==> config.mk <==
export PLATFORM = sky130hd
export DESIGN_NAME = alu_exec_stage
export DESIGN_NICKNAME = d
export VERILOG_FILES = /design/src/rtl/alu_pkg.sv /design/src/rtl/alu_exec_skid.sv /design/src/rtl/alu_exec_stage.sv
export SDC_FILE = /design/constraint.sdc
export NUM_CORES = 1
export LEC_CHECK = 0
export CAP_MARGIN = 10
export CORE_ASPECT_RATIO = 0.6
export CORE_UTILIZATION = 40
export CTS_CLUSTER_DIAMETER = 80
export DETAILED_ROUTE_END_ITERATION = 10
export SLEW_MARGIN = 20
export SYNTH_ARGS = -nofsm -noshare
export SYNTH_HDL_FRONTEND = slang
export SYNTH_SLANG_ARGS = --single-unit
==> constraint.sdc <==
create_clock -name clk_i -period 4.7 [get_ports clk_i]
set_input_delay 0.47 -clock clk_i [delete_from_list [all_inputs] [get_ports clk_i]]
set_output_delay 0.47 -clock clk_i [all_outputs]
set_load 0.01 [all_outputs]
==> src/rtl/alu_pkg.sv <==
// Shared ALU types, command encodings and the combinational result function.
// Flag support in the stage is selected with the ALU_EXEC_FLAGS_EN macro.
package alu;

  localparam int DATA_WIDTH = 16;

  typedef enum logic [2:0] {
    CMD_NOP = 3'b000,
    CMD_ADD = 3'b001,
    CMD_SUB = 3'b010,
    CMD_AND = 3'b011,
    CMD_OR  = 3'b100,
    CMD_XOR = 3'b101
  } alu_cmd_e;

  typedef struct packed {
    alu_cmd_e              cmd;
    logic [DATA_WIDTH-1:0] a;
    logic [DATA_WIDTH-1:0] b;
  } alu_task_t;

  typedef struct packed {
    logic [DATA_WIDTH-1:0] result;
    logic                  zero;
    logic                  carry;
  } alu_result_t;

  typedef enum logic [1:0] {
    SKID_EMPTY,
    SKID_ONE,
    SKID_TWO
  } skid_state_e;

  // Bit DATA_WIDTH of the widened subtraction is the borrow, i.e. a < b unsigned.
  function automatic alu_result_t alu_calc(input alu_task_t t);
    logic [DATA_WIDTH:0] wide;
    alu_result_t         r;
    wide = '0;
    case (t.cmd)
      CMD_ADD: wide = {1'b0, t.a} + {1'b0, t.b};
      CMD_SUB: wide = {1'b0, t.a} - {1'b0, t.b};
      CMD_AND: wide = {1'b0, t.a & t.b};
      CMD_OR:  wide = {1'b0, t.a | t.b};
      CMD_XOR: wide = {1'b0, t.a ^ t.b};
      default: wide = '0;
    endcase
    r.result = wide[DATA_WIDTH-1:0];
    r.carry  = wide[DATA_WIDTH];
    r.zero   = (wide[DATA_WIDTH-1:0] == '0);
    return r;
  endfunction

  function automatic logic [DATA_WIDTH-1:0] alu_calc_result(input alu_task_t t);
    alu_result_t r;
    r = alu_calc(t);
    return r.result;
  endfunction

endpackage

==> src/rtl/alu_exec_skid.sv <==
// Generic 2-entry valid/ready buffer (main + skid slot) with a registered ready.
// Outputs come straight from the main register, so they never depend on out_ready_i.
module alu_exec_skid
  import alu::*;
#(
  parameter int WIDTH = 8
) (
  input  logic             clk_i,
  input  logic             rst_n_i,
  input  logic             in_valid_i,
  input  logic [WIDTH-1:0] in_data_i,
  output logic             in_ready_o,
  output logic             out_valid_o,
  output logic [WIDTH-1:0] out_data_o,
  input  logic             out_ready_i
);

  skid_state_e      state_q, state_d;
  logic [WIDTH-1:0] m_data_q, m_data_d;
  logic [WIDTH-1:0] s_data_q, s_data_d;
  logic             in_ready_q, in_ready_d;
  logic             in_fire, out_fire;

  assign in_fire  = in_valid_i & in_ready_q;
  assign out_fire = (state_q != SKID_EMPTY) & out_ready_i;

  always_comb begin
    state_d  = state_q;
    m_data_d = m_data_q;
    s_data_d = s_data_q;
    case (state_q)
      SKID_EMPTY: begin
        if (in_fire) begin
          state_d  = SKID_ONE;
          m_data_d = in_data_i;
        end
      end
      SKID_ONE: begin
        if (in_fire && out_fire) begin
          m_data_d = in_data_i;
        end else if (in_fire) begin
          state_d  = SKID_TWO;
          s_data_d = in_data_i;
        end else if (out_fire) begin
          state_d = SKID_EMPTY;
        end
      end
      SKID_TWO: begin
        if (out_fire) begin
          state_d  = SKID_ONE;
          m_data_d = s_data_q;
        end
      end
      default: state_d = SKID_EMPTY;
    endcase
    // Ready is precomputed from the next state so it can leave a flop.
    in_ready_d = (state_d != SKID_TWO);
  end

  always_ff @(posedge clk_i or negedge rst_n_i) begin
    if (!rst_n_i) begin
      state_q    <= SKID_EMPTY;
      m_data_q   <= '0;
      s_data_q   <= '0;
      in_ready_q <= 1'b1;
    end else begin
      state_q    <= state_d;
      m_data_q   <= m_data_d;
      s_data_q   <= s_data_d;
      in_ready_q <= in_ready_d;
    end
  end

  assign in_ready_o  = in_ready_q;
  assign out_valid_o = (state_q != SKID_EMPTY);
  assign out_data_o  = m_data_q;

endmodule

==> src/rtl/alu_exec_stage.sv <==
// Registered ALU execute stage: alu_calc feeding a 2-entry skid buffer.
// Define ALU_EXEC_FLAGS_EN to carry zero/carry flags; otherwise those outputs are tied low.
module alu_exec_stage
  import alu::*;
#(
  parameter int DATA_WIDTH = alu::DATA_WIDTH
) (
  input  logic                          clk_i,
  input  logic                          rst_n_i,
  input  logic                          in_valid_i,
  input  logic [$bits(alu_task_t)-1:0]  in_task_i,
  output logic                          in_ready_o,
  output logic                          out_valid_o,
  output logic [DATA_WIDTH-1:0]         out_result_o,
  output logic                          out_zero_o,
  output logic                          out_carry_o,
  input  logic                          out_ready_i
);

  alu_task_t in_task;
  assign in_task = alu_task_t'(in_task_i);

`ifdef ALU_EXEC_FLAGS_EN
  alu_result_t calc;
  alu_result_t out_word;

  assign calc = alu_calc(in_task);

  alu_exec_skid #(
    .WIDTH($bits(alu_result_t))
  ) u_skid (
    .clk_i       (clk_i),
    .rst_n_i     (rst_n_i),
    .in_valid_i  (in_valid_i),
    .in_data_i   (calc),
    .in_ready_o  (in_ready_o),
    .out_valid_o (out_valid_o),
    .out_data_o  (out_word),
    .out_ready_i (out_ready_i)
  );

  assign out_result_o = out_word.result;
  assign out_zero_o   = out_word.zero;
  assign out_carry_o  = out_word.carry;
`else
  logic [DATA_WIDTH-1:0] calc_result;

  assign calc_result = alu_calc_result(in_task);

  alu_exec_skid #(
    .WIDTH(DATA_WIDTH)
  ) u_skid (
    .clk_i       (clk_i),
    .rst_n_i     (rst_n_i),
    .in_valid_i  (in_valid_i),
    .in_data_i   (calc_result),
    .in_ready_o  (in_ready_o),
    .out_valid_o (out_valid_o),
    .out_data_o  (out_result_o),
    .out_ready_i (out_ready_i)
  );

  assign out_zero_o  = 1'b0;
  assign out_carry_o = 1'b0;
`endif

endmodule
======== Word level (Yosys, flattened, before mapping) ========
Index checks and enable logic that the tools add are counted.
Widths: inputs -> output; s select.
cells by class
  add/sub/neg operators ................... 2
  multiplexer cells ....................... 11
  reduce and logical (&&, ||, !) cells .... 6
  bitwise logic cells ..................... 6
  equality and inequality tests ........... 11
operator list
  kind                count
  $pmux 16 s5         1
  $mux 16             3
  $pmux 16 s3         1
  $add 16x16->16      1
  $and 16x16->16      1
  $or 16x16->16       1
  $sub 16x16->16      1
  $xor 16x16->16      1
  $mux 2              5
  $eq 3x2->1 const B  2
  $eq 3x3->1 const B  2
  $ne 2x1->1 const B  3
  $pmux 2 s3          1
  $reduce_and 4->1    1
  $eq 3x1->1 const B  1
  $reduce_and 3->1    1
  $reduce_bool 3->1   1
  $and 1x1->1         2
  $eq 2x1->1 const B  1
  $eq 2x2->1 const B  1
  $logic_not 2->1     1
  $ne 2x2->1 const B  1
  $reduce_bool 2->1   1
  $logic_and 1x1->1   1
  $not 1->1           1
storage, ports and cells
  output and inout port bits .............. 20
  word-level logic and storage cells ...... 40
  register bits after elaboration ......... 35

======== Logic depth before layout (Yosys ltp) ========
  depth after elaboration ................. 7
  gate-level depth with buffers ........... 14
  gate-level depth less buffers ........... 14

======== Cells and area by module ========
Synthesis repeated with hierarchy kept, for this count alone.
second synthesis, totals
  cell total of the unflattened synthesis .. 403
  area total of the unflattened synthesis .. 3638.5 um^2
by module, submodules not included
  module          instances  sequential area each (um^2)  area an instance (um^2)  cells an instance
  alu_exec_stage  1          0.0                          2110.8                   298
  alu_exec_skid   1          877.1                        1527.7                   105

======== Worst setup path after synthesis ========
No wires, ideal clock.
  kind .................................... input-to-reg
  from .................................... in in_task_i[33]
  to ...................................... reg u_skid.m_data_q[12], in the netlist u_skid.out_data_o[12]
  arrival ................................. 3164 ps
  setup slack ............................. 1460 ps
  stages .................................. 11
  path through ............................ clkbuf_1 nor3b_2 mux2_2 fa_1 and2b_1 o21bai_4 a211oi_4 o21ai_2 a2111o_1 and3_1 o21ai_1
on the way
  cells in the longest elaborated chain, start to end .. 4
RTL lines
  item                                      line                                      source
  start: declaration                        alu_exec_stage.sv:11                      input logic [$bits(alu_task_t)-1:0] in_task_i,
  $eq 3x3->1, or another cell as far along  alu_pkg.sv:39                             case (t.cmd)
  $pmux 16 s5 *                             alu_pkg.sv:39
  $mux 16 (on tied branches)                alu_exec_skid.sv:39, alu_exec_skid.sv:33
  $pmux 16 s3 *                             alu_exec_skid.sv:31                       case (state_q)
  end signal: assignment                    alu_exec_skid.sv:68                       m_data_q <= m_data_d;
  end: declaration                          alu_exec_skid.sv:19                       logic [WIDTH-1:0] m_data_q, m_data_d;
Mark *: on every way between the ends. The rest lies on a longest branch, timed or not. The select of a mux whose other input is x is not followed.
A chain may end at the register's enable or synchronous reset.

======== Worst setup path in the final report ========
  from .................................... in in_task_i[5]
  to ...................................... reg u_skid.m_data_q[14], in the netlist u_skid.out_data_o[14]
on the way
  cells in the longest elaborated chain, start to end .. 4
RTL lines
  item                                              line
  $sub 16x16->16 or $add 16x16->16 (tied branches)  alu_pkg.sv:41, alu_pkg.sv:40
  $pmux 16 s5 *                                     alu_pkg.sv:39
  $mux 16 (on tied branches)                        alu_exec_skid.sv:39, alu_exec_skid.sv:33
  $pmux 16 s3 *                                     alu_exec_skid.sv:31
Marks and branches as above.

==> results.tsv <==
metric	value	unit
outcome	finished, final reports clean	
cts_buffer_depth	2	
grt_pass1_wl	15.8	mm
critPathMaxStageDelay	0.52	ns
ys_async_sr_fraction	1.00	
combinationalPowerShare	0.470	
row_count	26	
whs_path_depth	1	
synth_common_cells	48 x ha_1, 41 x nor2_1, 38 x inv_1, 37 x a21oi_1, 34 x dfrtp_1	
antenna_found_initial	0	
reg2reg_slack	2.51	ns
worstSetupEndpointType	flop	
dieArea	0.00924	mm^2
maxSlewViolCount	0	
yosysSeqAreaShare	0.248	
nFillCells	822	
postCtsHoldBufs	0	
fin_setup_tns	0	ns
layout-drive-gt1-share	0.0594	
worst_ep_arrival_time	3.99	ns
yosys_warnings	0	
synth_top_cell_by_area	dfrtp_1	
p_int	1050	uW
instances_no_fill	600	
grt_max_degree	41	
first_pass_iters	6	
cts-root-buf	clkbuf_16	
leakagePower	0.00198	uW
nets	575	
core_area	0.00856	mm^2
synthesis.instances	438	
numPortBuffers	56	
syn_area_per_cell	8.08	um^2
drcViolationCount	0	
ant_nets	0	
placed_cells	592	
min_delay_worst_endpoint	u_skid.out_data_o[7]	
clock_skew	0.00346	ns
worstMarginPinSlew	0.981	ns
first_global_vias	3003	
chipHeight	74.9	um
synth_edf_count	0	
post-route-min-period	3.83	ns
cts_tree	yes	
ioPinCount	59	
power.share.clock	0.207	
clk_latency	0.28	ns
path_cells	clkdlybuf4s50_1 -> nor4_2 -> nand2_1 -> nor3b_1 -> a31oi_1 -> xnor2_1 -> ha_1 -> and3_1 -> and2_1 -> a221o_1 -> a21oi_1 -> xnor2_1 -> a21oi_1 -> o21ai_1	
hold_path.class	reg2reg	
worstReg2RegStart	u_skid.state_q[1]	
wl	9.95	mm
area_growth	23.2	%
diodes	0	
worst-path-buf-inv	1	
p_seq_frac	0.323	
synth.distinct_cells	61	
grt_overflow_total	0	
powerDensity	376	mW/mm^2
htreeDepth	2	
r2r-end	u_skid.out_data_o[15]	
drv_cap	0	
multiInputGateArea	0.00243	mm^2
gr-usage-all-layers	0.228	
slew_headroom	0.346	
cts-resized-gates	0	
hold_start	u_skid.out_data_o[7]	
cts_setup_buffers	0	
synth.top_cell.area_share	0.240	
vias	3330	
cts_made_buffers	5	
path_clk_slew	0.05	ns
yosys_register_bits	35	
start_util	0.414	
ys.flop_type	dfrtp_1	
finalHoldViolCount	0	
max-vdd-ir-drop	0.223	mV
dpl.hpwl	7.84	mm
cp-start-kind	input port	
post_drt_wl_per_cell	16.6	um
syn-cell-area	0.00354	mm^2
slowest_stage	clkdlybuf4s50_1	
vias_per_cell	5.55	
synth_area_leaders	dfrtp_1 24%, ha_1 17%, a21oi_1 5.2%	
crit_type	in2reg	
reg2regPathDepth	6	
cts.sinks	35	
rsz0062_at_grt	no	
die_w	123	um
gp_congestion	0.911	
setup_viol_count_final	0	
regArea	877	um^2
fin_crit_sh	0.815	
crit_fanout	8	
drtIter0Drc	278	
switchingPower	592	uW
hold_ws	0.482	ns
synth.most_common_cell	ha_1	
cp_top_family	simple AND/OR/NAND/NOR gates	
switching_share	0.361	
crit_required	4.86	ns
fmax	261	MHz
[worst max-delay path by stage]
stage	startpoint	endpoint	slack (ns)	depth (start not counted)
final	in_task_i[5]	u_skid.out_data_o[14]	0.87	14
after global routing	in_task_i[5]	u_skid.out_data_o[15]	0.49	14
after CTS	in_task_i[5]	u_skid.out_data_o[15]	0.91	14
after detailed placement	in_task_i[4]	u_skid.out_data_o[15]	0.63	14
after global placement	in_task_i[9]	u_skid.out_data_o[15]	0.49	13
after floorplan	in_task_i[33]	u_skid.out_data_o[12]	1.46	11
[state kept, by name, indices dropped and copies added (netlist names)]
register and count:
u_skid.out_data_o 16, u_skid.s_data_q 16, u_skid.state_q 2, u_skid.in_ready_o 1
[metal layers]
| layer | track usage | up-vias | routed length, um |
|---|---|---|---|
| li1 | - | 1656 | - |
| met1 | 0.356 | 1571 | 5280 |
| met2 | 0.322 | 98 | 3940 |
| met3 | 0.0538 | 5 | 692 |
| met4 | 0.0201 | 0 | 29 |
| met5 | 0 | - | 0 |
[power by group through the flow]
stage / combinational (uW) / sequential [uW] / clock, uW
final: 769 / 530 / 340
after global routing: 854 / 551 / 361
after floorplan: 431 / 552 / 0
after CTS: 770 / 531 / 348
after global placement: 758 / 531 / 0
after detailed placement: 764 / 535 / 0
[placed cells by master, fill, tap and decap left out, types with 4 or more instances in the layout]
cell type         n
clkdlybuf4s50_1  56
nand2_1          33
o21ai_0          26
nor2_1           41
a22oi_1           5
nor3_1           13
inv_1            38
nor2b_1           4
and3_1            6
nand2b_1          5
a31oi_1           9
a21oi_1          37
buf_4             7
nand3_1           4
a222oi_1          5
clkbuf_16         5
mux2i_1           4
a211oi_1         12
ha_1             48
xnor2_1          21
dfrtp_1          34
a21o_1           11
[final cells by class]
cell class,instances,area share
inverter,38,0.0327
multi-input combinational,344,0.558
sequential,35,0.201
clock buffer,8,0.0359
timing repair buffer,63,0.141
tap,112,0.0321
[stage by stage]
stage	cell area, um^2	utilization	setup WS, ns	power, uW
after global placement	4200	0.491	0.486	1290
after global routing	4360	0.510	0.493	1770
after CTS	4360	0.510	0.910	1650
final	4360	0.510	0.869	1640
after floorplan	3540	-	1.46	983
after detailed placement	4200	0.491	0.628	1300
[cell families (layout without fill, tap and decap cells)]
family / Yosys count / after routing / synth area share
compound gates: 137 / 137 / 0.258
simple gates: 125 / 125 / 0.170
xor+xnor: 24 / 24 / 0.0594
fa+ha+maj: 49 / 49 / 0.175
buf+inv: 60 / 109 / 0.0682
mux: 7 / 7 / 0.0209
flops: 35 / 35 / 0.248
other cells: 1 / 2 / 0.00106
Note: power is estimated with default switching activity, not from simulation.
